--- src/rtl/clk_ratio_gen_pkg.sv ---
// ============================================================================
// Module  : clk_ratio_pkg
// Brief   : Shared types, state encoding and divisor helpers for clk_ratio_gen.
// Revision: 1.0  initial release
// ============================================================================
`default_nettype none

package clk_ratio_pkg;

    localparam logic [1:0] ST_IDLE = 2'd0;
    localparam logic [1:0] ST_HIGH = 2'd1;
    localparam logic [1:0] ST_LOW  = 2'd2;

    typedef enum logic [1:0] {
        IDLE = ST_IDLE,
        HIGH = ST_HIGH,
        LOW  = ST_LOW
    } state_e;

    localparam logic [31:0] DIV_MIN = 32'd2;

    typedef struct packed {
        logic [31:0] hi;
        logic [31:0] lo;
    } phase_t;

    function automatic logic [31:0] clamp_div(input logic [31:0] n);
        return (n < DIV_MIN) ? DIV_MIN : n;
    endfunction

    // Odd divisors put the extra cycle in the high phase.
    function automatic phase_t phase_len(input logic [31:0] n);
        phase_t p;
        p.lo = n >> 1;
        p.hi = n - p.lo;
        return p;
    endfunction

endpackage

`default_nettype wire

--- src/rtl/clk_ratio_gen_if.sv ---
// ============================================================================
// Module  : clk_ratio_gen_if
// Brief   : Control, configuration and divided-clock bundle for clk_ratio_gen.
// Revision: 1.0  initial release
// ============================================================================
`default_nettype none

interface clk_ratio_gen_if #(
    parameter int DIV_W = 16,
    parameter int CNT_W = 32
);
    logic             start;
    logic             stop;
    logic             cfg_valid;
    logic [DIV_W-1:0] cfg_div;
    logic             cfg_ready;
    logic             div_clk;
    logic             rise_stb;
    logic             fall_stb;
    logic [CNT_W-1:0] periods;
    logic             running;

    modport master (
        output start, stop, cfg_valid, cfg_div,
        input  cfg_ready, div_clk, rise_stb, fall_stb, periods, running
    );

    modport slave (
        input  start, stop, cfg_valid, cfg_div,
        output cfg_ready, div_clk, rise_stb, fall_stb, periods, running
    );
endinterface

`default_nettype wire

--- src/rtl/clk_ratio_gen.sv ---
// ============================================================================
// Module  : clk_ratio_gen
// Brief   : Programmable divided-clock generator with edge strobes and period count.
// Revision: 1.0  initial release
// ============================================================================
`default_nettype none

module clk_ratio_gen
    import clk_ratio_pkg::*;
#(
    parameter int DIV_W       = 16,   // 2..32
    parameter int CNT_W       = 32,
    parameter int DEFAULT_DIV = 4
) (
    input  wire logic      clk,
    input  wire logic      reset,
    clk_ratio_gen_if.slave bus
);

    state_e           state_q, state_d;
    logic [DIV_W-1:0] cnt_q, cnt_d;
    logic [DIV_W-1:0] active_q, active_d;
    logic [DIV_W-1:0] pend_q, pend_d;
    logic             pend_vld_q, pend_vld_d;
    logic             stop_pend_q, stop_pend_d;
    logic             div_clk_q, div_clk_d;
    logic             rise_q, rise_d;
    logic             fall_q, fall_d;
    logic             running_q, running_d;
    logic             cfg_ready_q, cfg_ready_d;
    logic [CNT_W-1:0] periods_q, periods_d;

    logic             w_xfer;
    logic [DIV_W-1:0] w_cfg_clamped;
    logic [DIV_W-1:0] w_load_div;
    logic [DIV_W-1:0] w_ph_div;
    phase_t           w_ph;

    assign w_xfer        = bus.cfg_valid && cfg_ready_q;
    assign w_cfg_clamped = DIV_W'(clamp_div(32'(bus.cfg_div)));
    // Divisor for the period about to start; a pending value is never present in IDLE.
    assign w_load_div    = w_xfer ? w_cfg_clamped : (pend_vld_q ? pend_q : active_q);
    assign w_ph_div      = (state_q == HIGH) ? active_q : w_load_div;
    assign w_ph          = phase_len(32'(w_ph_div));

    always_comb begin
        state_d     = state_q;
        cnt_d       = cnt_q;
        active_d    = active_q;
        pend_d      = pend_q;
        pend_vld_d  = pend_vld_q;
        stop_pend_d = stop_pend_q;
        div_clk_d   = div_clk_q;
        rise_d      = 1'b0;
        fall_d      = 1'b0;
        running_d   = running_q;
        cfg_ready_d = cfg_ready_q;
        periods_d   = periods_q;

        case (state_q)
            IDLE: begin
                if (w_xfer) active_d = w_cfg_clamped;
                if (bus.start) begin
                    state_d     = HIGH;
                    cnt_d       = DIV_W'(w_ph.hi - 32'd1);
                    div_clk_d   = 1'b1;
                    rise_d      = 1'b1;
                    running_d   = 1'b1;
                    stop_pend_d = 1'b0;
                    periods_d   = CNT_W'(1);
                end
            end
            HIGH, LOW: begin
                if (bus.stop) stop_pend_d = 1'b1;
                if (w_xfer) begin
                    pend_d      = w_cfg_clamped;
                    pend_vld_d  = 1'b1;
                    cfg_ready_d = 1'b0;
                end
                if (cnt_q != '0) begin
                    cnt_d = cnt_q - DIV_W'(1);
                end else if (state_q == HIGH) begin
                    state_d   = LOW;
                    cnt_d     = DIV_W'(w_ph.lo - 32'd1);
                    div_clk_d = 1'b0;
                    fall_d    = 1'b1;
                end else begin
                    // Period boundary: the new divisor takes over only here.
                    active_d    = w_load_div;
                    pend_vld_d  = 1'b0;
                    cfg_ready_d = 1'b1;
                    if (stop_pend_q || bus.stop) begin
                        state_d     = IDLE;
                        cnt_d       = '0;
                        running_d   = 1'b0;
                        stop_pend_d = 1'b0;
                    end else begin
                        state_d   = HIGH;
                        cnt_d     = DIV_W'(w_ph.hi - 32'd1);
                        div_clk_d = 1'b1;
                        rise_d    = 1'b1;
                        periods_d = periods_q + CNT_W'(1);
                    end
                end
            end
            default: begin
                state_d   = IDLE;
                div_clk_d = 1'b0;
                running_d = 1'b0;
            end
        endcase
    end

    always_ff @(posedge clk or posedge reset) begin
        if (reset) begin
            state_q     <= IDLE;
            cnt_q       <= '0;
            active_q    <= DIV_W'(DEFAULT_DIV);
            pend_q      <= '0;
            pend_vld_q  <= 1'b0;
            stop_pend_q <= 1'b0;
            div_clk_q   <= 1'b0;
            rise_q      <= 1'b0;
            fall_q      <= 1'b0;
            running_q   <= 1'b0;
            cfg_ready_q <= 1'b1;
            periods_q   <= '0;
        end else begin
            state_q     <= state_d;
            cnt_q       <= cnt_d;
            active_q    <= active_d;
            pend_q      <= pend_d;
            pend_vld_q  <= pend_vld_d;
            stop_pend_q <= stop_pend_d;
            div_clk_q   <= div_clk_d;
            rise_q      <= rise_d;
            fall_q      <= fall_d;
            running_q   <= running_d;
            cfg_ready_q <= cfg_ready_d;
            periods_q   <= periods_d;
        end
    end

    assign bus.div_clk   = div_clk_q;
    assign bus.rise_stb  = rise_q;
    assign bus.fall_stb  = fall_q;
    assign bus.running   = running_q;
    assign bus.cfg_ready = cfg_ready_q;
    assign bus.periods   = periods_q;

endmodule

`default_nettype wire
--- src/flat_wrapper.sv ---
// flat-port wrapper written by rule: the top's interface ports become plain ports
module clk_ratio_gen_flat import clk_ratio_pkg::*;
#(
    parameter int DIV_W       = 16,           
    parameter int CNT_W       = 32,
    parameter int DEFAULT_DIV = 4
)
  (clk, reset, bus_start, bus_stop, bus_cfg_valid, bus_cfg_div, bus_cfg_ready, bus_div_clk, bus_rise_stb, bus_fall_stb, bus_periods, bus_running);
  clk_ratio_gen_if #(.DIV_W(DIV_W), .CNT_W(CNT_W)) bus_i ();
  input  wire logic clk;
  input  wire logic reset;
  input wire logic [$bits(bus_i.start)-1:0] bus_start;
  input wire logic [$bits(bus_i.stop)-1:0] bus_stop;
  input wire logic [$bits(bus_i.cfg_valid)-1:0] bus_cfg_valid;
  input wire logic [$bits(bus_i.cfg_div)-1:0] bus_cfg_div;
  output wire logic [$bits(bus_i.cfg_ready)-1:0] bus_cfg_ready;
  output wire logic [$bits(bus_i.div_clk)-1:0] bus_div_clk;
  output wire logic [$bits(bus_i.rise_stb)-1:0] bus_rise_stb;
  output wire logic [$bits(bus_i.fall_stb)-1:0] bus_fall_stb;
  output wire logic [$bits(bus_i.periods)-1:0] bus_periods;
  output wire logic [$bits(bus_i.running)-1:0] bus_running;
  assign bus_i.start = bus_start;
  assign bus_i.stop = bus_stop;
  assign bus_i.cfg_valid = bus_cfg_valid;
  assign bus_i.cfg_div = bus_cfg_div;
  assign bus_cfg_ready = bus_i.cfg_ready;
  assign bus_div_clk = bus_i.div_clk;
  assign bus_rise_stb = bus_i.rise_stb;
  assign bus_fall_stb = bus_i.fall_stb;
  assign bus_periods = bus_i.periods;
  assign bus_running = bus_i.running;
  clk_ratio_gen #(.DIV_W(DIV_W), .CNT_W(CNT_W), .DEFAULT_DIV(DEFAULT_DIV)) u_core (.clk(clk), .reset(reset), .bus(bus_i));
endmodule
--- config.mk ---
export PLATFORM = sky130hd
export DESIGN_NAME = clk_ratio_gen_flat
export DESIGN_NICKNAME = d
export VERILOG_FILES = /design/src/rtl/clk_ratio_gen_pkg.sv /design/src/rtl/clk_ratio_gen_if.sv /design/src/rtl/clk_ratio_gen.sv /design/src/flat_wrapper.sv
export SDC_FILE = /design/constraint.sdc
export NUM_CORES = 1
export LEC_CHECK = 0
export ABC_CLOCK_PERIOD_IN_PS = 4850
export CAP_MARGIN = 20
export CORE_MARGIN = 4
export CORE_UTILIZATION = 31
export CTS_CLUSTER_DIAMETER = 30
export DETAILED_ROUTE_END_ITERATION = 8
export SLEW_MARGIN = 40
export SYNTH_ARGS = -nofsm -noshare
export SYNTH_HDL_FRONTEND = slang
export SYNTH_SLANG_ARGS = --single-unit
export TNS_END_PERCENT = 50
--- constraint.sdc ---
create_clock -name clk -period 4.85 [get_ports clk]
set_input_delay 1.2125 -clock clk [delete_from_list [all_inputs] [get_ports clk]]
set_output_delay 1.2125 -clock clk [all_outputs]
set_load 0.02 [all_outputs]
# --- Word-level counts from Yosys, hierarchy flattened ---
# Cells that the tools add are included.
# Widths: inputs -> output; s select.
word_totals:
  ff_bits: 89
  latchBits: 0
  ramBits: 0
  romBits: 0
  inputBits: 21
  out_inout_bits: 37
  elab_cells: 91
  memories: 0
op_classes:
  n_addsub: 5
  n_mul: 0
  n_div: 0
  n_lt_le_gt_ge: 1
  eq_ne: 9
  shifts: 0
  muxes: 51
  n_bitwise: 0
  reduce_logical: 13
op_table:
  columns: ["operator", "count"]
  rows:
  - ["$mux 16", 10]
  - ["$mux 32", 4]
  - ["$pmux 16 s2", 2]
  - ["$pmux 32 s2", 1]
  - ["$add 32x1->32 const B", 1]
  - ["$sub 16x1->16 const B", 2]
  - ["$mux 1", 26]
  - ["$lt 16x2->1 const B", 1]
  - ["$reduce_bool 16->1", 1]
  - ["$sub 15x1->16 const B", 1]
  - ["$sub 16x15->16", 1]
  - ["$ne 2x2->1 const B", 4]
  - ["$pmux 1 s2", 4]
  - ["$mux 2", 3]
  - ["$reduce_and 2->1", 3]
  - ["$reduce_and 3->1", 2]
  - ["$reduce_and 5->1", 1]
  - ["$ne 2x1->1 const B", 2]
  - ["$pmux 2 s2", 1]
  - ["$reduce_and 4->1", 1]
  - ["$ne 3x2->1 const B", 1]
  - ["$eq 2x1->1 const B", 1]
  - ["$eq 2x2->1 const B", 1]
  - ["$logic_not 2->1", 1]
  - ["4 further kinds", 4]

# --- Longest topological paths before layout ---
# Gate-level depths: netlist (run 1).
depth:
  ltp_word: 10
  depth_mapped: 17
  ltp_nobuf: 17

# --- Worst setup path before layout (run 1) ---
# No wires, ideal clock.
synth_timing:
  path_type: "input-to-reg"
  start: "in bus_cfg_valid"
  end: "reg u_core.cnt_q[15]"
  setup_time_ns: 0.087
  arrival_ns: 4.462
  required_time_ns: 4.763
  slack_ns: 0.302
  stages: 16
  n_path_buf: 2
  path_cell_list: "and2_1 buf_2 o21bai_1 clkbuf_1 nand2_1 o21ai_0 inv_1 ha_1 or3b_2 nand3_1 nor3_1 a21boi_1 o31ai_1 a221o_1 or4_1 o211ai_1"
synth_between:
  elab_chain_len: 9
  word_cells_on_any_way: 11
  cone_classes: "add/sub: 3; mux: 7; reduce/logical: 1"
synth_rtl:
  columns: ["item", "line_no", "source"]
  rows:
  - ["start, declared", "flat_wrapper.sv:14", "input wire logic [$bits(bus_i.cfg_valid)-1:0] bus_cfg_valid;"]
  - ["$logic_and 1x1->1 *", "clk_ratio_gen.sv:39", "assign w_xfer = bus.cfg_valid && cfg_ready_q;"]
  - ["$mux 16 *", "clk_ratio_gen.sv:42", "assign w_load_div = w_xfer ? w_cfg_clamped : (pend_vld_q ? pend_q : active_q);"]
  - ["$mux 16 *", "clk_ratio_gen.sv:43", "assign w_ph_div = (state_q == HIGH) ? active_q : w_load_div;"]
  - ["$sub 16x15->16", "clk_ratio_gen_pkg.sv:35", "p.hi = n - p.lo;"]
  - ["$sub 16x1->16", "clk_ratio_gen.sv:65, clk_ratio_gen.sv:99", null]
  - ["$mux 16", "clk_ratio_gen.sv:92", "if (stop_pend_q || bus.stop) begin"]
  - ["$mux 16", "clk_ratio_gen.sv:82", "end else if (state_q == HIGH) begin"]
  - ["$mux 16", "clk_ratio_gen.sv:80", "if (cnt_q != '0) begin"]
  - ["$pmux 16 s2 *", "clk_ratio_gen.sv:60", "case (state_q)"]
  - ["end signal, assigned", "clk_ratio_gen.sv:130", "cnt_q <= cnt_d;"]
  - ["end, declared", "clk_ratio_gen.sv:21", "logic [DIV_W-1:0] cnt_q, cnt_d;"]
# Mark *: on every way between the ends. The rest lies on a longest branch, timed or not. The select of a mux whose other input is x is not followed.
# A chain may end at the register's enable or synchronous reset.

# --- Final worst setup path (run 1) ---
layout_timing:
  start: "in bus_cfg_div[6]"
  end: "reg u_core.cnt_q[15]"
layout_between:
  elab_chain_len: 10
  word_cells_on_any_way: 12
  cone_classes: "add/sub: 3; order compare: 1; mux: 8"
layout_rtl:
  columns: ["item", "line_no", "source"]
  rows:
  - ["start, declared", "flat_wrapper.sv:15", "input wire logic [$bits(bus_i.cfg_div)-1:0] bus_cfg_div;"]
  - ["$lt 16x2->1", "clk_ratio_gen_pkg.sv:28", "return (n < DIV_MIN) ? DIV_MIN : n;"]
  - ["$mux 16 *", "clk_ratio_gen_pkg.sv:28", null]
  - ["$mux 16 *", "clk_ratio_gen.sv:42", null]
  - ["$mux 16 *", "clk_ratio_gen.sv:43", null]
  - ["$sub 16x15->16", "clk_ratio_gen_pkg.sv:35", null]
  - ["$sub 16x1->16", "clk_ratio_gen.sv:65, clk_ratio_gen.sv:99", null]
  - ["$mux 16", "clk_ratio_gen.sv:92", null]
  - ["$mux 16", "clk_ratio_gen.sv:82", null]
  - ["$mux 16", "clk_ratio_gen.sv:80", null]
  - ["$pmux 16 s2 *", "clk_ratio_gen.sv:60", null]
# Marks and branches as above.

==> results of run 1 <==
area by class of cell:
class | instances | area [um2] | share of cell area [%]
Clock buffer | 10 | 239.0 | 3.149
Tap cell | 265 | 331.6 | 4.369
Multi-Input combinational cell | 539 | 3645 | 48.02
Inverter | 35 | 133.9 | 1.764
Timing Repair Buffer | 106 | 938.4 | 12.36
Clock inverter | 6 | 72.57 | 0.9561
Sequential cell | 89 | 2230 | 29.38
power by group through the flow:
stage	clock, W	sequential, W	combinational (W)
global route	0.000800	0.00118	0.00324
detailed placement	0	0.00116	0.00287
floorplan	0	0.00114	0.00204
finish	0.000754	0.00115	0.00290
CTS	0.000771	0.00115	0.00288
global placement	0	0.00116	0.00284
synth_stat cells, drive strengths merged (5+ instances only):
library cell	number	area share, %
a22o	5	0.72
inv	35	2.2
xnor2	24	3.4
and3	8	0.82
a221oi	5	0.72
a21oi	49	4.0
o22ai	5	0.51
nand2b	5	0.51
nand3	28	2.3
nor2b	6	0.61
nor4	7	1.2
nand2	57	3.5
a22oi	15	1.8
nand4	8	0.92
nor2	83	5.1
nor3	16	1.5
clkbuf	19	1.2
ha	38	7.8
and4	5	0.72
buf	9	0.78
xor2	36	5.2
or2	5	0.51
mux2	17	3.1
o21ai	40	3.3
mux2i	17	2.8
a211oi	6	0.90
dfrtp	87	36
state kept, by name, indices dropped and copies added (netlist names), 2 cells and up:
register and flops:
u_core.active_q 16, u_core.state_q 2, u_core.cnt_q 16, u_core.bus.periods 32, u_core.pend_q 16
cell usage in the layout (no fill, tap or decap), types with 5 or more instances in the layout:
cell type                         count
sky130_fd_sc_hd__nor2b_1              6
sky130_fd_sc_hd__nand2_1             57
sky130_fd_sc_hd__ha_1                37
sky130_fd_sc_hd__clkdlybuf4s50_1     57
sky130_fd_sc_hd__and3_1               8
sky130_fd_sc_hd__nand2b_1             5
sky130_fd_sc_hd__nand3_1             28
sky130_fd_sc_hd__a221oi_1             5
sky130_fd_sc_hd__mux2_2              17
sky130_fd_sc_hd__a22o_1               5
sky130_fd_sc_hd__or2_2                5
sky130_fd_sc_hd__and4_1               5
sky130_fd_sc_hd__inv_1               34
sky130_fd_sc_hd__xnor2_1             24
sky130_fd_sc_hd__dfrtp_1             87
sky130_fd_sc_hd__xor2_1              36
sky130_fd_sc_hd__nor2_1              82
sky130_fd_sc_hd__clkbuf_16            9
sky130_fd_sc_hd__mux2i_1             17
sky130_fd_sc_hd__nor3_1              15
sky130_fd_sc_hd__a21oi_1             49
sky130_fd_sc_hd__nand4_1              7
sky130_fd_sc_hd__o22ai_1              5
sky130_fd_sc_hd__o21ai_0             36
sky130_fd_sc_hd__a22oi_1             15
sky130_fd_sc_hd__buf_4               49
metal layers:
layer,track usage [%],up-vias
li1,-,2626
met5,0,-
met4,4.434,0
met1,21.15,2508
met2,24.23,115
met3,2.773,18
path summary, 6_finish.rpt:
| check | from | to | slack, ns | depth (start not counted) |
|---|---|---|---|---|
| max | bus_cfg_div[6] | u_core.cnt_q[15]$_DFFE_PP0P_ | 0.34 | 15 |
| min reg2reg | u_core.pend_q[0]$_DFFE_PP0P_ | u_core.pend_q[0]$_DFFE_PP0P_ | 0.50 | 2 |
| min in group asynchronous | reset | u_core.pend_q[1]$_DFFE_PP0P_ | 1.21 | 2 |
| min | u_core.pend_q[0]$_DFFE_PP0P_ | u_core.pend_q[0]$_DFFE_PP0P_ | 0.50 | 2 |
| max in group asynchronous | reset | u_core.active_q[2]$_DFFE_PP1P_ | 2.85 | 3 |
| max reg2reg | u_core.bus.cfg_ready$_DFFE_PP1N_ | u_core.cnt_q[12]$_DFFE_PP0P_ | 1.21 | 15 |
worst max-delay path, cell delays in order:
cell and delay, ns:
sky130_fd_sc_hd__clkdlybuf4s50_1 0.46, sky130_fd_sc_hd__nor4_1 0.35, sky130_fd_sc_hd__buf_4 0.17, sky130_fd_sc_hd__a41o_1 0.20, sky130_fd_sc_hd__a222oi_1 0.11, sky130_fd_sc_hd__or2_2 0.35, sky130_fd_sc_hd__ha_1 0.32, sky130_fd_sc_hd__nor2b_1 0.06
sky130_fd_sc_hd__o21ai_0 0.24, sky130_fd_sc_hd__nand3_1 0.15, sky130_fd_sc_hd__a21boi_1 0.23, sky130_fd_sc_hd__o31ai_1 0.11, sky130_fd_sc_hd__a221o_1 0.31, sky130_fd_sc_hd__or4_1 0.40, sky130_fd_sc_hd__o211ai_1 0.09
metrics by stage:
stage | TNS [ns] | std cells | cell area (um2) | hold slack (ns) | setup WS (ns)
floorplan | 0 | 691 | 6110 | 0.4502 | 0.3017
global placement | 0 | 1034 | 7278 | 0.4868 | 0.07964
detailed placement | -0.01918 | 1034 | 7278 | 0.4849 | -0.01918
CTS | 0 | 1050 | 7590 | 0.5003 | 0.3277
global route | 0 | 1050 | 7590 | 0.5160 | 0.04779
finish | 0 | 1050 | 7590 | 0.4977 | 0.3412
kinds of logic after synthesis:
group | count (synthesis)
compound gates | 162
fa+ha+maj | 39
flops | 89
simple gates | 244
buf+inv | 63
mux | 34
xor+xnor | 60
==> qor_table.md, run 1 <==
| Step | Parameter | Value |
| --- | --- | --- |
| routing | Via-per-instance ratio | 5.016 |
| setup path | Critical path data required time | 5.12 ns |
| status | Result of the run | completed |
| logic synthesis | Proportion of synthesized chip area in sequential cells | 36.49% |
| logic synthesis | Mean instance size in the synthesized netlist | 8.842 um2 |
| floorplan | IO Count | 58 |
| power and ir drop | Fraction of power consumed by sequential logic | 24.0% |
| logic synthesis | Number of enable-type register cells in the synthesized netlist | 0 |
| power and ir drop | VDD IR-drop max | 0.0003244 V |
| logic synthesis | Synthesized netlist cell count | 691 |
| setup path | Critical Path Fanout Max | 4 |
| cells and area | Share of layout cells above drive strength 1 | 13.12% |
| logic synthesis | Netlist area before placement | 6110 um2 |
| setup path | Critical path class | primary input to register |
| power and ir drop | Part of the power in the clock network | 15.7% |
| routing | Iteration-0 DRC Markers | 308 |
| cts | Clock transition at the registers of the reported paths | 0.07 ns |
| run | Max Cap Violations | 0 |
| sta | RSZ-0062 raised after global routing | no |
| routing | Max Used Layer | met4 |
| sta | Finish-stage setup viols | 0 |
| logic synthesis | Multiplexer area fraction after synthesis | 5.918% |
| routing | Met1 Wirelength | 7.902 mm |
| global route | Vias in the first global route | 5,252 |
| sta | Actual slew at the worst max-slew pin | 0.7012 ns |
| logic synthesis | Fraction of synthesized cell area in xor and xnor cells | 8.601% |
| cts | Later-pin clock latency in the skew report | 0.35 ns |
| logic synthesis | Post-synth net total | 751 |
| logic synthesis | Basic-gate share of the synthesized area counting and, or, nand and nor cells | 19.62% |
| cts | Resized Gates After CTS | 0 |
| logic synthesis | Proportion of register bits with asynchronous set or reset after synthesis | 100.0% |
| power and ir drop | Net Sw Power | 0.002202 W |
| setup path | Kind of end point of the critical path | register |
| placement | Weighted congestion at the end of routability-driven global placement | 0.8961 |
| routing | Overall routed net length | 16.01 mm |
| floorplan | Vertical extent of the die | 148.4 um |
| cts | Number of clock sinks | 89 |
| min path | Path type of the worst min-delay path | register to register |
| global route | Number of antenna violations at the first check in global routing | 0 |
| routing | Number of vias in the routed layout | 5,267 |
| cts | Cts bufs inserted | 9 |
| floorplan | Initial standard-cell utilization of the core | 31.50% |
| sta | Setup Skew | 0.009525 ns |
| cts | Post-CTS setup buffer count | 0 |
| cells and area | Area Overhead vs Synth | 24.23% |
| logic synthesis | Prevailing post-synth register cell | sky130_fd_sc_hd__dfrtp_1 |
| logic synthesis | Largest family of logic cells by synthesized area | simple AND/OR/NAND/NOR gates |
| floorplan | Area of the core | 19,400 um2 |
| routing | Number of nets with antenna violations after detailed routing | 0 |
| power and ir drop | Internal power consumption | 0.002598 W |
| power and ir drop | Switching power as a share of total power | 45.88% |
| sta | Worst slew margin | 53.14% |
| floorplan | Count of standard-cell rows | 51 |
| cts | Root Buffer | sky130_fd_sc_hd__clkbuf_16 |
| global route | First-pass GRT wire length | 27.23 mm |
| global route | Overflow after GRT | 0 |
| sta | Final hold violations | 0 |
| global route | Pin count of the biggest net entering global routing | 42 |
| logic synthesis | Adder and majority gate portion of the synthesized area | 8.110% |
| power and ir drop | Leakage component of the power | 3.380 nW |
| routing | Amount of wire on met2 after detailed routing | 7.204 mm |
| cts | Clock tree from TritonCTS | yes |
| sta | Fmax | 221.8 MHz |
| routing | Routed wire length on met3 | 652 um |
| setup path | Critical path startpoint category | primary input |
| logic synthesis | Synthesized-area fraction occupied by ao, oa, aoi and oai cells | 17.16% |
| routing | Detailed-route wire length per cell | 15.25 um |
| cts | Clock H-tree levels | 3 |
| logic synthesis | YS warnings | 0 |
| power and ir drop | Power per unit of standard cell area | 632.4 nW/um2 |
| routing | Drt drc | 0 |
| placement | Port Buf Inserts | 57 |
| cts | Clock Tree Buf Depth | 2 |
| sta | Final period util | 92.96% |
| sta | Clock period minus final worst setup slack | 4.509 ns |
| power and ir drop | Total Power Consumption | 0.004800 W |
| setup path | Arrival time at the worst endpoint | 4.78 ns |
| global route | Total Routing Usage GR | 15.19% |
| cells and area | Fillers | 1,989 |
| logic synthesis | Distinct cells, synth | 66 |
| cells and area | Final Core Density | 39.13% |
| logic synthesis | Register bit total from synthesis | 89 |
| cells and area | Total number of nets in the final design | 840 |
| power and ir drop | Comb pwr share | 60.3% |
| floorplan | Die outline area | 22,020 um2 |
| floorplan | Die X-Extent | 148.4 um |
| cells and area | Number of antenna cells inserted | 0 |
| cts | Hold buffer count at CTS | 0 |
| routing | Detailed-router iteration count before antenna repair | 5 |
| placement | Placed wire-length estimate after detailed placement | 12.01 mm |
| sta | Number of max-slew violations in the final report | 0 |
No activity file was read; power rests on OpenSTA's default activity.
==> run 2: changes to the inputs <==
--- a/config.mk
+++ b/config.mk
@@ -9,6 +9,7 @@
 export CAP_MARGIN = 20
 export CORE_MARGIN = 4
 export CORE_UTILIZATION = 31
+export CTS_BUF_LIST = sky130_fd_sc_hd__clkbuf_8
 export CTS_CLUSTER_DIAMETER = 30
 export DETAILED_ROUTE_END_ITERATION = 8
 export SLEW_MARGIN = 40
==> run 2 against run 1 <==
Net effect:
- sequential share of layout area grew 0.40 points
- global-route usage hardly changed
- clock skew up 0.011 ns
==> qor_table.md, run 2 (synthesis gave the netlist of run 1 again) <==
| Step | Parameter | Value | Delta |
| --- | --- | --- | --- |
| global route | Overflow after GRT | 0 | unchanged |
| floorplan | Count of standard-cell rows | 51 | unchanged |
| cells and area | Share of layout cells above drive strength 1 | 13.12% | unchanged |
| sta | Fmax | 223.3 MHz | +0.70% |
| cts | Clock transition at the registers of the reported paths | 0.10 ns | +0.03 ns |
| routing | Via-per-instance ratio | 4.998 | -0.36% |
| setup path | Critical path data required time | 5.16 ns | +0.04 ns |
| setup path | Critical path class | primary input to register |  |
| placement | Placed wire-length estimate after detailed placement | 12.01 mm | unchanged |
| routing | Detailed-route wire length per cell | 15.17 um | -0.52% |
| cts | Clock tree from TritonCTS | yes |  |
| cells and area | Area Overhead vs Synth | 22.57% |  |
| floorplan | Initial standard-cell utilization of the core | 31.50% | unchanged |
| routing | Drt drc | 0 | unchanged |
| placement | Dpl ws | -0.01918 ns | unchanged |
| power and ir drop | Fraction of power consumed by sequential logic | 24.9% | +0.9 points |
| global route | First-pass GRT wire length | 27.23 mm | unchanged |
| routing | Overall routed net length | 15.93 mm | -0.52% |
| power and ir drop | Comb pwr share | 62.7% | +2.4 points |
| sta | Final hold violations | 0 | unchanged |
| power and ir drop | Switching power as a share of total power | 47.21% | +1.3 points |
| setup path | Kind of end point of the critical path | register |  |
| global route | Number of antenna violations at the first check in global routing | 0 | unchanged |
| sta | Final period util | 92.32% | -0.65 points |
| cells and area | Commonest non-fill, non-tap cell in the layout | sky130_fd_sc_hd__dfrtp_1 |  |
| cells and area | Total number of nets in the final design | 840 | unchanged |
| power and ir drop | VDD IR-drop max | 0.0003208 V | -1.1% |
| placement | Dpl cell area | 7278 um2 | unchanged |
| placement | Weighted congestion at the end of routability-driven global placement | 0.8961 | unchanged |
| cts | Cts bufs inserted | 9 | unchanged |
| power and ir drop | Power per unit of standard cell area | 616.1 nW/um2 | -2.6% |
| power and ir drop | Leakage component of the power | 3.334 nW | -1.4% |
| floorplan | Die outline area | 22,020 um2 | unchanged |
| floorplan | Vertical extent of the die | 148.4 um | unchanged |
| placement | Cell count after placement | 1,034 | unchanged |
| sta | Actual slew at the worst max-slew pin | 0.7016 ns | +0.0004547 ns |
| cells and area | Max reg flops | 32 | unchanged |
| placement | Port Buf Inserts | 57 | unchanged |
| power and ir drop | Internal power consumption | 0.002435 W | -6.3% |
| global route | Total Routing Usage GR | 15.18% | about the same |
| cts | Later-pin clock latency in the skew report | 0.39 ns | +0.04 ns |
| status | Result of the run | completed |  |
| setup path | Critical Path Fanout Max | 10 | +6 |
| cts | Number of clock sinks | 89 | unchanged |
| run | Max Cap Violations | 0 | unchanged |
| sta | Setup Skew | 0.02085 ns | +0.01133 ns |
| routing | Iteration-0 DRC Markers | 284 | -7.8% |
| cts | Clock H-tree levels | 3 | unchanged |
| cts | Clock Tree Buf Depth | 2 | unchanged |
| cells and area | Cell area after layout | 7488 um2 | -1.3% |
| power and ir drop | Part of the power in the clock network | 12.4% | -3.3 points |
| cells and area | Most frequent cells in the layout | sky130_fd_sc_hd__dfrtp_1, sky130_fd_sc_hd__nor2_1, sky130_fd_sc_hd__nand2_1, sky130_fd_sc_hd__clkdlybuf4s50_1 |  |
| routing | Number of nets with antenna violations after detailed routing | 0 | unchanged |
| routing | Number of vias in the routed layout | 5,248 | -0.36% |
| sta | RSZ-0062 raised after global routing | no |  |
| setup path | Arrival time at the worst endpoint | 4.78 ns | about the same |
| floorplan | Area of the core | 19,400 um2 | unchanged |
| sta | Clock period minus final worst setup slack | 4.477 ns | -0.03134 ns |
| cells and area | Number of standard cells in the layout, taps in and fillers out | 1,050 | unchanged |
| global route | Vias in the first global route | 5,242 | -0.19% |
| routing | Detailed-router iteration count before antenna repair | 7 | +2 |
| floorplan | IO Count | 58 | unchanged |
| cells and area | Number of antenna cells inserted | 0 | unchanged |
| sta | Finish-stage setup viols | 0 | unchanged |
| global route | Pin count of the biggest net entering global routing | 42 | unchanged |
| floorplan | Die X-Extent | 148.4 um | unchanged |
| sta | Number of max-slew violations in the final report | 0 | unchanged |
| min path | Path type of the worst min-delay path | register to register |  |
| sta | Worst path setup slack after routing | 0.3726 ns | +0.03134 ns |
| cts | Post-CTS setup buffer count | 0 | unchanged |
| cts | Hold buffer count at CTS | 0 | unchanged |
| power and ir drop | Net Sw Power | 0.002178 W | -1.1% |
| cts | Root Buffer | sky130_fd_sc_hd__clkbuf_8 |  |
| sta | Worst slew margin | 53.11% | about the same |
| setup path | Critical path startpoint category | primary input |  |
| cts | Resized Gates After CTS | 0 | unchanged |
| cells and area | Fillers | 2,001 | +0.60% |
run 2: power groups by stage:
| stage | logic, W | clock network (W) | registers [W] |
|---|---|---|---|
| global placement | 0.00284 | 0 | 0.00116 |
| detailed placement | 0.00287 | 0 | 0.00116 |
| finish | 0.00289 | 0.000572 | 0.00115 |
| CTS | 0.00288 | 0.000588 | 0.00115 |
| global route | 0.00323 | 0.000617 | 0.00118 |
| floorplan | 0.00204 | 0 | 0.00114 |
run 2: final timing paths:
kind,start,to,slack (ns),depth (start not counted)
setup reg to reg,u_core.bus.cfg_ready$_DFFE_PP1N_,u_core.cnt_q[12]$_DFFE_PP0P_,1.19,15
setup / recovery,bus_cfg_valid,u_core.cnt_q[15]$_DFFE_PP0P_,0.37,15
max in group asynchronous,reset,u_core.active_q[2]$_DFFE_PP1P_,2.88,3
hold reg to reg,u_core.pend_q[0]$_DFFE_PP0P_,u_core.pend_q[0]$_DFFE_PP0P_,0.50,2
min in group asynchronous,reset,u_core.state_q[1]$_DFFE_PP0P_,1.17,2
hold / removal,u_core.pend_q[0]$_DFFE_PP0P_,u_core.pend_q[0]$_DFFE_PP0P_,0.50,2
run 2: critical path, cell delays in order:
cell	delay, ns
sky130_fd_sc_hd__clkdlybuf4s50_1	0.44
sky130_fd_sc_hd__nand2_1	0.10
sky130_fd_sc_hd__and2_1	0.45
sky130_fd_sc_hd__a22oi_1	0.14
sky130_fd_sc_hd__o21ai_0	0.23
sky130_fd_sc_hd__inv_1	0.11
sky130_fd_sc_hd__ha_1	0.31
sky130_fd_sc_hd__or3b_2	0.46
sky130_fd_sc_hd__nand3_1	0.12
sky130_fd_sc_hd__nor3_1	0.06
sky130_fd_sc_hd__a21boi_1	0.22
sky130_fd_sc_hd__o31ai_1	0.11
sky130_fd_sc_hd__a221o_1	0.31
sky130_fd_sc_hd__or4_1	0.40
sky130_fd_sc_hd__o211ai_1	0.09
run 2: stage by stage:
| stage | total power [W] | utilization [%] | setup TNS [ns] | hold WS, ns |
|---|---|---|---|---|
| floorplan | 0.003178 | - | 0 | 0.4502 |
| global placement | 0.003997 | 37.52 | 0 | 0.4868 |
| detailed placement | 0.004029 | 37.52 | -0.01918 | 0.4849 |
| CTS | 0.004615 | 38.60 | 0 | 0.5066 |
| global route | 0.005031 | 38.60 | 0 | 0.5230 |
| finish | 0.004613 | 38.60 | 0 | 0.5009 |
run 2: area by class of cell:
class	count	area, um2	area share, %
repair buffers	106	938.4	12.53
multi-input cells	539	3645	48.67
inverters	35	133.9	1.788
clock inverters	6	72.57	0.9691
clock buffers	10	137.6	1.838
well taps	265	331.6	4.428
flip-flops and latches	89	2230	29.77
run 2: per-layer routing:
layer	up-vias	share of wire, %	global-route usage, %
met2	108	45	24.09
met3	18	4.0	2.773
met5	-	0	0
met1	2492	50	21.23
met4	0	1.3	4.434
li1	2630	-	-
==> run 3: changes to the inputs <==
--- a/config.mk
+++ b/config.mk
@@ -12,6 +12,7 @@
 export CTS_BUF_LIST = sky130_fd_sc_hd__clkbuf_8
 export CTS_CLUSTER_DIAMETER = 30
 export DETAILED_ROUTE_END_ITERATION = 8
+export DONT_BUFFER_PORTS = 1
 export SLEW_MARGIN = 40
 export SYNTH_ARGS = -nofsm -noshare
 export SYNTH_HDL_FRONTEND = slang
==> run 3 against run 2 <==
Net effect:
- routed wire length down 1.6%
- clock power down 9.4%
- fmax up 10%
- clock skew down 0.0032 ns
- critical endpoint is now u_core.cnt_q[12]$_DFFE_PP0P_
- non-clock buffer count down 89
- critical path depth up 1
- core utilization down 4.2 points
- global-route usage down 0.81 points
- critical path type unchanged
- via count down 6.3%
- combinational power down 8.3%
==> qor_table.md, run 3 (synthesis gave the netlist of run 1 again) <==
| Step | Parameter | Value | Delta |
| --- | --- | --- | --- |
| setup path | Critical Path Fanout Max | 11 | +1 |
| min path | Instance count along the most critical hold path | 2 | unchanged |
| status | Result of the run | completed |  |
| cells and area | Share of layout cells above drive strength 1 | 10.20% | -2.9 points |
| setup path | Critical path startpoint category | primary input |  |
| routing | Iteration-0 DRC Markers | 342 | +20% |
| global route | Total Routing Usage GR | 14.36% | -0.81 points |
| setup path | Critical path class | primary input to register |  |
| placement | Placed wire-length estimate after detailed placement | 11.74 mm | -2.3% |
| placement | Port Buf Inserts | 0 | -100% |
| power and ir drop | Internal power consumption | 0.002218 W | -8.9% |
| global route | First-pass GRT wire length | 25.67 mm | -5.8% |
| power and ir drop | Switching power as a share of total power | 49.18% | +2.0 points |
| floorplan | Vertical extent of the die | 148.4 um | unchanged |
| power and ir drop | Part of the power in the clock network | 11.9% | -0.5 points |
| cells and area | Commonest non-fill, non-tap cell in the layout | sky130_fd_sc_hd__dfrtp_1 |  |
| cts | Clock Tree Buf Depth | 2 | unchanged |
| cells and area | Area Overhead vs Synth | 9.134% |  |
| power and ir drop | Power per unit of standard cell area | 654.4 nW/um2 | +6.2% |
| routing | Number of vias in the routed layout | 4,920 | -6.3% |
| sta | Worst slew margin | 52.72% | -0.40 points |
| floorplan | IO Count | 58 | unchanged |
| cts | Post-CTS setup buffer count | 0 | unchanged |
| routing | Number of nets with antenna violations after detailed routing | 0 | unchanged |
| cts | Hold buffer count at CTS | 0 | unchanged |
| sta | Sum of negative setup slack | 0 ns | unchanged |
| setup path | Critical register-to-register path startpoint | u_core.bus.cfg_ready$_DFFE_PP1N_ |  |
| sta | Clock period minus final worst setup slack | 4.065 ns | -0.4119 ns |
| sta | Setup Skew | 0.01761 ns | -0.003241 ns |
| global route | Pin count of the biggest net entering global routing | 61 | +45% |
| min path | Hold Path Origin | u_core.pend_q[0]$_DFFE_PP0P_ |  |
| floorplan | Die outline area | 22,020 um2 | unchanged |
| sta | Fmax | 246.0 MHz | +10% |
| run | Max Cap Violations | 0 | unchanged |
| cts | Later-pin clock latency in the skew report | 0.38 ns | about the same |
| setup path | Kind of end point of the critical path | register |  |
| setup path | FF-to-FF path depth | 16 | +1 |
| sta | Actual slew at the worst max-slew pin | 0.7018 ns | +0.0002109 ns |
| cts | Resized Gates After CTS | 0 | unchanged |
| cts | Clock transition at the registers of the reported paths | 0.10 ns | about the same |
| min path | Hold EP | u_core.pend_q[0]$_DFFE_PP0P_ |  |
| routing | Via-per-instance ratio | 5.120 | +2.4% |
| cts | Clock H-tree levels | 3 | unchanged |
| sta | Final hold violations | 0 | unchanged |
| floorplan | Area of the core | 19,400 um2 | unchanged |
| power and ir drop | Leakage component of the power | 2.964 nW | -11% |
| cells and area | Total number of nets in the final design | 751 | -11% |
| cts | Clock tree from TritonCTS | yes |  |
| routing | Drt drc | 0 | unchanged |
| cells and area | Number of standard cells in the layout, taps in and fillers out | 961 | -8.5% |
| routing | Overall routed net length | 15.68 mm | -1.6% |
| sta | Finish-stage setup viols | 0 | unchanged |
| cells and area | Cell area after layout | 6668 um2 | -11% |
| global route | Vias in the first global route | 4,748 | -9.4% |
| min path | Path type of the worst min-delay path | register to register |  |
| routing | Detailed-route wire length per cell | 16.31 um | +7.5% |
| placement | Dpl cell area | 6467 um2 | -11% |
| setup path | Arrival time at the worst endpoint | 4.31 ns | -0.47 ns |
| setup path | Worst flop-to-flop path endpoint | u_core.cnt_q[12]$_DFFE_PP0P_ |  |
| placement | Cell count after placement | 945 | -8.6% |
| power and ir drop | Total Power Consumption | 0.004363 W | -5.4% |
| cells and area | Number of antenna cells inserted | 0 | unchanged |
| power and ir drop | Comb pwr share | 60.7% | -2.0 points |
| sta | RSZ-0062 raised after global routing | no |  |
| cts | Cts bufs inserted | 9 | unchanged |
| cts | Number of clock sinks | 89 | unchanged |
| cells and area | Final Core Density | 34.37% | -4.2 points |
| setup path | Register-to-register path setup slack | 0.94 ns | -0.25 ns |
| floorplan | Initial standard-cell utilization of the core | 31.50% | unchanged |
| setup path | Critical path data required time | 5.09 ns | -0.07 ns |
| placement | Weighted congestion at the end of routability-driven global placement | 0.8327 | -7.1% |
| cells and area | Most frequent cells in the layout | sky130_fd_sc_hd__dfrtp_1, sky130_fd_sc_hd__nor2_1, sky130_fd_sc_hd__nand2_1, sky130_fd_sc_hd__a21oi_1, sky130_fd_sc_hd__ha_1 |  |
| sta | Number of max-slew violations in the final report | 0 | unchanged |
| cells and area | Max reg flops | 32 | unchanged |
| power and ir drop | Net Sw Power | 0.002146 W | -1.5% |
| floorplan | Count of standard-cell rows | 51 | unchanged |
| power and ir drop | VDD IR-drop max | 0.0002364 V | -26% |
| global route | Number of antenna violations at the first check in global routing | 0 | unchanged |
| sta | Final period util | 83.82% | -8.5 points |
| power and ir drop | Fraction of power consumed by sequential logic | 27.4% | +2.5 points |
| cts | Root Buffer | sky130_fd_sc_hd__clkbuf_8 |  |
| routing | Detailed-router iteration count before antenna repair | 4 | -3 |
| global route | Overflow after GRT | 0 | unchanged |
| floorplan | Die X-Extent | 148.4 um | unchanged |
run 3: cell type report:
type / count / area, um2
Fill cell: 2076 / 12730
Multi-Input combinational cell: 539 / 3645
Sequential cell: 89 / 2230
Tap cell: 265 / 331.6
Inverter: 35 / 136.4
Timing Repair Buffer: 17 / 127.6
Clock buffer: 9 / 123.9
Clock inverter: 7 / 73.82
run 3: power by group through the flow:
stage / Combinational [W] / Clock [W] / Sequential (W)
floorplan: 0.00204 / 0 / 0.00114
finish: 0.00265 / 0.000518 / 0.00120
CTS: 0.00264 / 0.000543 / 0.00120
global route: 0.00295 / 0.000567 / 0.00123
detailed placement: 0.00263 / 0 / 0.00121
global placement: 0.00261 / 0 / 0.00121
run 3: how the worst max path moves through the flow:
stage	end	startpoint
after floorplan	u_core.cnt_q[15]$_DFFE_PP0P_	bus_cfg_valid
after global placement	u_core.cnt_q[8]$_DFFE_PP0P_	bus_cfg_valid
after detailed placement	u_core.cnt_q[12]$_DFFE_PP0P_	bus_cfg_valid
after CTS	u_core.cnt_q[12]$_DFFE_PP0P_	bus_cfg_valid
after global routing	u_core.cnt_q[12]$_DFFE_PP0P_	bus_cfg_valid
final	u_core.cnt_q[12]$_DFFE_PP0P_	bus_cfg_valid
run 3: routing by layer:
layer | global-route usage [%] | wire (um) | vias to the layer above | part of all wire [%]
met2 | 22.04 | 6816 | 112 | 43
met1 | 20.41 | 7767 | 2356 | 50
met3 | 3.595 | 891 | 13 | 5.7
li1 | - | - | 2439 | -
met4 | 3.464 | 201 | 0 | 1.3
met5 | 0 | 0 | - | 0
run 3: through the flow:
| stage | hold slack, ns | setup slack [ns] |
|---|---|---|
| after floorplan | 0.4502 | 0.3017 |
| after global placement | 0.4805 | 0.4636 |
| after detailed placement | 0.4865 | 0.4347 |
| after CTS | 0.5096 | 0.8276 |
| after global routing | 0.5286 | 0.5353 |
| final | 0.5069 | 0.7845 |
run 3: worst max-delay path, stage by stage:
cell and delay, ns:
sky130_fd_sc_hd__nand2_1 0.04, sky130_fd_sc_hd__and2_1 0.26, sky130_fd_sc_hd__buf_4 0.22, sky130_fd_sc_hd__a222oi_1 0.41
sky130_fd_sc_hd__or2_2 0.23, sky130_fd_sc_hd__ha_1 0.16, sky130_fd_sc_hd__inv_1 0.05, sky130_fd_sc_hd__fa_1 0.39
sky130_fd_sc_hd__o21ba_2 0.21, sky130_fd_sc_hd__o21bai_1 0.25, sky130_fd_sc_hd__a21o_1 0.19, sky130_fd_sc_hd__a2bb2oi_1 0.09
sky130_fd_sc_hd__nor2b_1 0.15, sky130_fd_sc_hd__xnor2_1 0.12, sky130_fd_sc_hd__a222oi_1 0.20, sky130_fd_sc_hd__o21ai_0 0.11
